**config.mk**
```make
export PLATFORM = sky130hd
export DESIGN_NAME = id_ex_operand_stage
export DESIGN_NICKNAME = d
export VERILOG_FILES = /design/src/rtl/rv_dp_pkg.sv /design/src/rtl/id_ex_operand_stage_hazard_detect.sv /design/src/rtl/id_ex_operand_stage.sv
export SDC_FILE = /design/constraint.sdc
export NUM_CORES = 1
export LEC_CHECK = 0
export BUFFER_PORTS_ARGS = -buffer_cell sky130_fd_sc_hd__buf_2
export CAP_MARGIN = 20
export CORE_UTILIZATION = 30
export DETAILED_ROUTE_END_ITERATION = 8
export SLEW_MARGIN = 5
export SYNTH_ARGS = -nofsm -noshare
export SYNTH_HDL_FRONTEND = slang
export SYNTH_HIERARCHICAL = 1
export SYNTH_SLANG_ARGS = --single-unit
```
**constraint.sdc**
```tcl
create_clock -name CLK -period 6.7 [get_ports CLK]
set_clock_uncertainty 0.1 [all_clocks]
set_input_delay 1.34 -clock CLK [delete_from_list [all_inputs] [get_ports CLK]]
set_output_delay 1.34 -clock CLK [all_outputs]
set_load 0.01 [all_outputs]
```
**src/rtl/rv_dp_pkg.sv**
```systemverilog
// rv_dp_pkg: shared datapath constants, ctrl layout, helpers.
// RVDP_WB_BYPASS_EN enables the WB->ID operand bypass.
package rv_dp_pkg;

  localparam int XLEN      = 32;
  localparam int REG_AW    = 5;
  localparam int CNT_W_DEF = 16;
  localparam int CTRL_W    = 8;

  localparam logic [REG_AW-1:0] X0 = '0;

  localparam int CTRL_REG_WRITE = 7;
  localparam int CTRL_MEM_READ  = 6;
  localparam int CTRL_MEM_WRITE = 5;
  localparam int CTRL_ALU_SRC   = 4;
  localparam int CTRL_ALU_OP_LO = 0;

  typedef logic [CTRL_W-1:0] ctrl_t;

`ifdef RVDP_WB_BYPASS_EN
  localparam bit WB_BYPASS = 1'b1;
`else
  localparam bit WB_BYPASS = 1'b0;
`endif

  // Live WB write to a non-x0 register matching idx.
  function automatic logic wb_hit(
    input logic              we,
    input logic [REG_AW-1:0] wrd,
    input logic [REG_AW-1:0] idx
  );
    return we && (wrd != X0) && (wrd == idx);
  endfunction

endpackage

```
**src/rtl/id_ex_operand_stage_hazard_detect.sv**
```systemverilog
// hazard_detect: combinational load-use / WB-dependency detect.
// Ports: EX load info, ID sources, WB port, flush/hold -> bubble, stall_id.
module hazard_detect
  import rv_dp_pkg::*;
(
  input  logic              ex_valid,
  input  logic              ex_mem_read,
  input  logic [REG_AW-1:0] ex_rd,
  input  logic              id_valid,
  input  logic [REG_AW-1:0] id_rs1,
  input  logic [REG_AW-1:0] id_rs2,
  input  logic              id_use_rs2,
  input  logic              wb_we,
  input  logic [REG_AW-1:0] wb_rd,
  input  logic              flush_ex,
  input  logic              hold_ex,
  output logic              bubble,
  output logic              stall_id
);

  logic load_use;
  logic wb_dep;

  always_comb begin
    load_use = ex_valid & ex_mem_read
             & (ex_rd != X0) & id_valid
             & ((ex_rd == id_rs1)
               | (id_use_rs2 & (ex_rd == id_rs2)));
    // Without the bypass the regfile value is only
    // visible next cycle, so wait one cycle.
    wb_dep = ~WB_BYPASS & id_valid
           & (wb_hit(wb_we, wb_rd, id_rs1)
             | (id_use_rs2
               & wb_hit(wb_we, wb_rd, id_rs2)));
    bubble   = load_use | wb_dep;
    stall_id = (bubble | hold_ex) & ~flush_ex;
  end

endmodule

```
**src/rtl/id_ex_operand_stage.sv**
```systemverilog
// id_ex_operand_stage: ID->EX register with operand select, bubbles,
// flush/hold and saturating bubble counter. Macro: RVDP_WB_BYPASS_EN.
module id_ex_operand_stage
  import rv_dp_pkg::*;
#(
  parameter int CNT_W = CNT_W_DEF
) (
  input  logic              CLK,
  input  logic              RST,
  input  logic              id_valid,
  input  logic [REG_AW-1:0] id_rs1,
  input  logic [REG_AW-1:0] id_rs2,
  input  logic              id_use_rs2,
  input  logic [REG_AW-1:0] id_rd,
  input  logic [XLEN-1:0]   id_imm,
  input  logic [XLEN-1:0]   id_pc,
  input  logic [7:0]        id_ctrl,
  input  logic [XLEN-1:0]   RD1,
  input  logic [XLEN-1:0]   RD2,
  input  logic              wb_we,
  input  logic [REG_AW-1:0] wb_rd,
  input  logic [XLEN-1:0]   wb_wd,
  input  logic              flush_ex,
  input  logic              hold_ex,
  output logic              stall_id,
  output logic              ex_valid,
  output logic [XLEN-1:0]   ex_rs1_val,
  output logic [XLEN-1:0]   ex_rs2_val,
  output logic [XLEN-1:0]   ex_imm,
  output logic [XLEN-1:0]   ex_pc,
  output logic [REG_AW-1:0] ex_rd,
  output logic [7:0]        ex_ctrl,
  output logic [CNT_W-1:0]  bubble_cnt
);

  logic [REG_AW-1:0] ex_rs1_idx;
  logic [REG_AW-1:0] ex_rs2_idx;
  logic [XLEN-1:0]   rs1_op;
  logic [XLEN-1:0]   rs2_op;
  logic              bubble;

  hazard_detect u_hazard (
    .ex_valid    (ex_valid),
    .ex_mem_read (ex_ctrl[CTRL_MEM_READ]),
    .ex_rd       (ex_rd),
    .id_valid    (id_valid),
    .id_rs1      (id_rs1),
    .id_rs2      (id_rs2),
    .id_use_rs2  (id_use_rs2),
    .wb_we       (wb_we),
    .wb_rd       (wb_rd),
    .flush_ex    (flush_ex),
    .hold_ex     (hold_ex),
    .bubble      (bubble),
    .stall_id    (stall_id)
  );

  always_comb begin
    rs1_op = RD1;
    if (id_rs1 == X0)
      rs1_op = '0;
    else if (WB_BYPASS
             && wb_hit(wb_we, wb_rd, id_rs1))
      rs1_op = wb_wd;
    rs2_op = RD2;
    if (id_rs2 == X0)
      rs2_op = '0;
    else if (WB_BYPASS
             && wb_hit(wb_we, wb_rd, id_rs2))
      rs2_op = wb_wd;
  end

  always_ff @(posedge CLK or negedge RST) begin
    if (!RST) begin
      ex_valid   <= 1'b0;
      ex_rs1_val <= '0;
      ex_rs2_val <= '0;
      ex_imm     <= '0;
      ex_pc      <= '0;
      ex_rd      <= '0;
      ex_ctrl    <= '0;
      ex_rs1_idx <= '0;
      ex_rs2_idx <= '0;
      bubble_cnt <= '0;
    end else if (flush_ex) begin
      ex_valid <= 1'b0;
      ex_ctrl  <= '0;
    end else if (hold_ex) begin
      // Held instruction must not miss a WB
      // result produced while it waits.
      if (ex_valid
          && wb_hit(wb_we, wb_rd, ex_rs1_idx))
        ex_rs1_val <= wb_wd;
      if (ex_valid
          && wb_hit(wb_we, wb_rd, ex_rs2_idx))
        ex_rs2_val <= wb_wd;
    end else if (bubble) begin
      ex_valid <= 1'b0;
      ex_ctrl  <= '0;
      if (!(&bubble_cnt))
        bubble_cnt <= bubble_cnt + 1'b1;
    end else begin
      ex_valid   <= id_valid;
      ex_rs1_val <= rs1_op;
      ex_rs2_val <= rs2_op;
      ex_imm     <= id_imm;
      ex_pc      <= id_pc;
      ex_rd      <= id_rd;
      ex_ctrl    <= id_ctrl;
      ex_rs1_idx <= id_rs1;
      ex_rs2_idx <= id_rs2;
    end
  end

endmodule

```
==> qor.yml, run 1 <==
postCtsSetupBuffers: 0
nets: 1178
yosysWarnings: 6
core_area_mm2: 0.0262
crit_chain: "buf_2 > xnor2_1 > nand4_1 > o22ai_1 > o2111ai_1 > a21boi_0 > nor2b_1 > a211oi_4 > a41oi_4 > buf_4 > mux2_4"
drtIter0Drc: 310
maxUsedRoutingLayer: "met4"
dieArea_mm2: 0.0275
multi_input_area_mm2: 0.00365
finalNonFillerCells: 1331
cts.sinks: 168
seq_area_mm2: 0.00420
port_buffers: 353
wl_met2_um: 10800
critical-path-max-stage-delay_ps: 830
drc: 25
numCtsBuffers: 17
antenna_found_initial: 1
die_w_um: 166
grt_pass1_wl_um: 36100
synth-seq-area-share_pct: 52.1
r2r_start: "ex_rd[1]"
dp_cells: 1297
cts_resized: 0
place_hpwl_um: 17000
cts.htree.levels: 4
violations: "DRC"
final_cell_mix: "buf_2, dfrtp_1, mux2_2"
ys_ff_latch: 168
synth_edf_count: 0
gp_congestion: 0.775
crit_type: "input pin to register"
min_path_type: "register to register"
worstSkewPairLatency_ps: 430
max_freq_mhz: 229
drive_above_1_share_pct: 53.2
cts_tree: "built"
status: "complete, but fails checks"
die_y_um: 166
path_max_fanout: 18
num_io_pins: 354
hold_viol: 0
clockBufferDepth: 2
grt_max_degree: 87
synth_area_mm2: 0.00806
slew_violations: 0
path_delay_family: "compound AO/OA/AOI/OAI gates"
wl_met3_um: 1610
crit_required_ps: 6900
start_kind: "input pin"
cp.arrival_ps: 4570
rsz0062_at_grt: "no"
rows: 59
final_common_cell: "buf_2"
first_global_vias: 6410
p_total_mw: 2.82
finalSetupViolCount: 0
track_usage_pct: 16.8
met1_length_um: 9960
path_clk_slew_ps: 60
grt_overflow_total: 0
finalCritPeriodShare_pct: 65.1
end_kind: "register"
synth_nets: 830
ys.flop_type: "dfrtp_1"
crit_buf_inv: 2
async_flop_share_pct: 100
slowest_stage: "a41oi_4"
crit_start: "id_rs2[1]"
firstDrtPassIters: 7
initial_core_util_pct: 30.8
cts_hold_buf: 0
syn_inst: 634
wl_per_cell_um: 17.2
period_needed_ps: 4360
max_cap_viol_count: 0
yosysUniqueCellTypes: 41
area_delta_synth_final_pct: 32.7
cts_root_buffer: "clkbuf_16"
p_per_area_mw_per_mm2: 264
wirelength_um: 22900
tightestPinTransition_ps: 992
setup_tns_ps: 0
holdCritStartpoint: "ex_rs1_val[27]"
via_count: 6150
antenna_left: 0
vias_per_cell: 4.62
cellLeakagePower_nw: 5.30
nFillCells: 2577
max_slew_margin_pct: 33.7
syn_area_per_cell_um2: 12.7
vdd_drop_max_mv: 0.153
[flip-flops by register name, indices dropped and copies added, names as in the netlist]
register    count
ex_rs1_idx      5
ex_rs1_val     32
bubble_cnt     16
ex_ctrl         8
ex_rd           5
ex_rs2_idx      5
ex_pc          32
ex_imm         32
ex_rs2_val     32
ex_valid        1
[where the power goes]
| group | leakage [nW] | internal [mW] | switching [mW] | total (mW) |
|---|---|---|---|---|
| sequential | 2.04 | 1.16 | 0.0886 | 1.25 |
| combinational | 2.98 | 0.323 | 0.294 | 0.617 |
| clock | 0.276 | 0.492 | 0.462 | 0.953 |
| total | 5.30 | 1.98 | 0.844 | 2.82 |
[worst reg2reg max path, stage by stage (launching register included)]
cell       delay [ps]
dfrtp_1           470
xnor2_1           200
nand4_1           140
o22ai_1           150
o2111ai_1         160
a21boi_0          450
nor2b_1           320
a211oi_4           80
a41oi_4           830
buf_4             450
mux2_4            350
[cells in the mapped netlist, types with 2 or more instances]
library cell    n  area (µm²)
dfrtp_1       168        4200
nand2_1        45         169
nor4_1          2        12.5
xor2_1         20         175
nor2b_1         3        18.8
buf_12          3        60.1
buf_4           6        45.0
and4_1          2        17.5
a22o_1          9        78.8
nor2_1          4        15.0
nand3_1         5        25.0
or4_1           3        22.5
mux2_1         20         225
a21oi_1        64         320
clkbuf_1       10        37.5
nand4_1         7        43.8
o22ai_1         2        12.5
mux2_2         85         957
inv_1           2        7.51
xnor2_1        24         210
nor3b_1         4        30.0
nor3_1          8        40.0
buf_2          13        65.1
nor4_4          2        42.5
nand2b_1       66         413
nor3_4          3        48.8
mux2_4         40         601
[path summary, 6_finish.rpt]
check / to / slack, ps / cells past startpoint
hold reg to reg: ex_rs1_val[27] / 390 / 1
min in group asynchronous: ex_rs2_val[11] / 750 / 1
setup / recovery: ex_rs2_val[25] / 2340 / 11
setup reg to reg: ex_rs2_val[25] / 2890 / 10
max in group asynchronous: ex_imm[18] / 4580 / 2
hold / removal: ex_rs1_val[27] / 390 / 1
[per-stage QoR]
| step | setup WS, ps | utilization, % | area (µm²) | hold WS, ps |
|---|---|---|---|---|
| global route | 2010 | 40.8 | 10700 | 411 |
| detailed placement | 1850 | 38.6 | 10100 | 375 |
| CTS | 2300 | 40.7 | 10700 | 391 |
| floorplan | 2960 | - | 8060 | 401 |
| finish | 2340 | 40.8 | 10700 | 387 |
| global placement | 1930 | 38.6 | 10100 | 368 |
[layer usage]
layer	global-route usage, %	vias to the layer above
met5	0	-
met3	4.29	24
met1	21.6	2960
li1	-	2915
met2	27.2	251
met4	6.83	0
[kinds of logic after synthesis]
family,Yosys count,share of synthesized area [%]
DFF,168,52.1
AOI/OAI and AO/OA,83,6.36
adders and majority gates,1,0.155
buffers and inverters,35,2.72
muxes,145,22.1
and+or+nand+nor,158,11.7
xor gates and xnor gates,44,4.78
[final cells by class]
class	count	share of cell area (%)
Antenna cell	1	0.0234
Inverter	2	0.0702
Clock buffer	17	3.98
Multi-Input combinational cell	431	34.1
Tap cell	335	3.92
Clock inverter	15	1.31
Sequential cell	168	39.3
Timing Repair Buffer	362	17.3
(Power assumes the default switching activity.)
==> run 2, diff against run 1 <==
==> constraint.sdc (replaced) <==
create_clock -name CLK -period 4.15 [get_ports CLK]
set_clock_uncertainty 0.1 [all_clocks]
set_input_delay 0.83 -clock CLK [delete_from_list [all_inputs] [get_ports CLK]]
set_output_delay 0.83 -clock CLK [all_outputs]
set_load 0.01 [all_outputs]
==> qor.yml, run 2 (synthesized netlist as in run 1, its figures left out) <==
via_count: 6103
final_area_mm2: 0.0108
place_area_mm2: 0.0102
rsz0062_at_grt: "no"
grt_overflow_total: 0
first_global_vias: 6340
track_usage_pct: 16.7
cts_resized: 0
combPwrFrac_pct: 21.6
ff2ff_path_depth: 10
rows: 59
tightestPinTransition_ps: 855
gp_congestion: 0.779
drtIter0Drc: 250
p_total_mw: 4.62
grt_pass1_wl_um: 36000
period_needed_ps: 3180
grt_max_degree: 72
worstSkewPairLatency_ps: 420
max_cap_viol_count: 0
place_hpwl_um: 16600
cts.sinks: 168
final_cell_mix: "buf_2, dfrtp_1, mux2_2"
firstDrtPassIters: 7
wl_per_cell_um: 17.0
hold_viol: 0
final_common_cell: "buf_2"
drc: 25
cts.htree.levels: 4
clockBufferDepth: 2
setup_tns_ps: 0
nets: 1178
wirelength_um: 22700
antenna_left: 0
crit_type: "input pin to register"
path_clk_slew_ps: 70
port_buffers: 353
cellLeakagePower_nw: 5.32
core_area_mm2: 0.0262
p_int_mw: 3.26
finalNonFillerCells: 1330
crit_required_ps: 4360
numCtsBuffers: 17
vdd_drop_max_mv: 0.262
num_io_pins: 354
dieArea_mm2: 0.0275
slew_violations: 0
cts_hold_buf: 0
area_delta_synth_final_pct: 33.5
initial_core_util_pct: 30.8
p_per_area_mw_per_mm2: 429
die_w_um: 166
start_kind: "input pin"
postCtsSetupBuffers: 0
status: "complete, but fails checks"
path_max_fanout: 32
finalCritPeriodShare_pct: 76.7
clkPwrFrac_pct: 34.7
power.switching_mw: 1.35
max_freq_mhz: 314
cp.arrival_ps: 3390
antenna_cells: 0
antenna_found_initial: 0
max_slew_margin_pct: 42.9
cts_tree: "built"
cts_root_buffer: "clkbuf_16"
drive_above_1_share_pct: 53.1
vias_per_cell: 4.59
finalSetupViolCount: 0
swShare_pct: 29.3
min_path_type: "input pin to asynchronous set/reset pin"
die_y_um: 166
end_kind: "register"
dp_cells: 1298
seq_power_share_pct: 43.7
violations: "DRC"
-- run 2: cell count changes in the layout (fill, tap and decap cells not counted), sizes merged --
cell	delta
clkinvlp	+1
clkbuf	+1
clkinv	-6
inv	+3
diode	-1
bufinv	+1
-- run 2: final timing paths --
| path | endpoint | from | slack [ps] |
|---|---|---|---|
| min reg2reg | ex_rs1_val[4] | ex_rs1_val[4] | 390 |
| min in group CLK | ex_rs1_val[4] | ex_rs1_val[4] | 390 |
| min | ex_rs1_val[4] | RST | 300 |
| max in group asynchronous | ex_rs2_val[1] | RST | 2710 |
| max reg2reg | ex_rs2_val[17] | ex_rd[1] | 1000 |
| max | ex_rs2_val[17] | id_rs2[1] | 970 |
-- run 2: metal layers --
layer	vias to the layer above	GRT usage, %	wire, µm
met5	-	0	0
met4	0	3.98	206
met3	7	5.03	1650
met2	236	28.5	11100
met1	2946	20.7	9660
li1	2914	-	-
-- run 2: area by class of cell --
class / count / area [µm²]
Clock buffer: 18 / 429
Multi-Input combinational cell: 431 / 3650
Clock inverter: 14 / 153
Sequential cell: 168 / 4200
Timing Repair Buffer: 362 / 1900
Tap cell: 335 / 419
Inverter: 2 / 7.51
Fill cell: 2596 / 15400
-- run 2: metrics by stage --
step	utilization [%]	hold WS (ps)	worst slack, ps
5_1_grt	41.1	324	743
3_3_place_gp	38.9	370	494
6_report	41.1	299	969
2_1_floorplan	-	401	990
4_1_cts	41.1	313	905
3_5_place_dp	38.9	376	495
-- run 2: power groups by stage --
stage	logic [mW]	registers [mW]	clock network [mW]
2_1_floorplan	0.430	2.14	0
3_3_place_gp	1.00	2.04	0
3_5_place_dp	1.01	2.05	0
4_1_cts	1.02	2.02	1.65
5_1_grt	1.08	2.05	1.72
6_report	0.997	2.02	1.60
-- run 2: worst max-delay path, stage by stage --
cell and delay (ps):
buf_2 160, xnor2_1 130, nand4_1 140, o22ai_1 150, o2111ai_1 160, a21boi_0 460, nor2b_1 330, a211oi_4 80
a41oi_4 260, buf_12 290, mux2_2 370
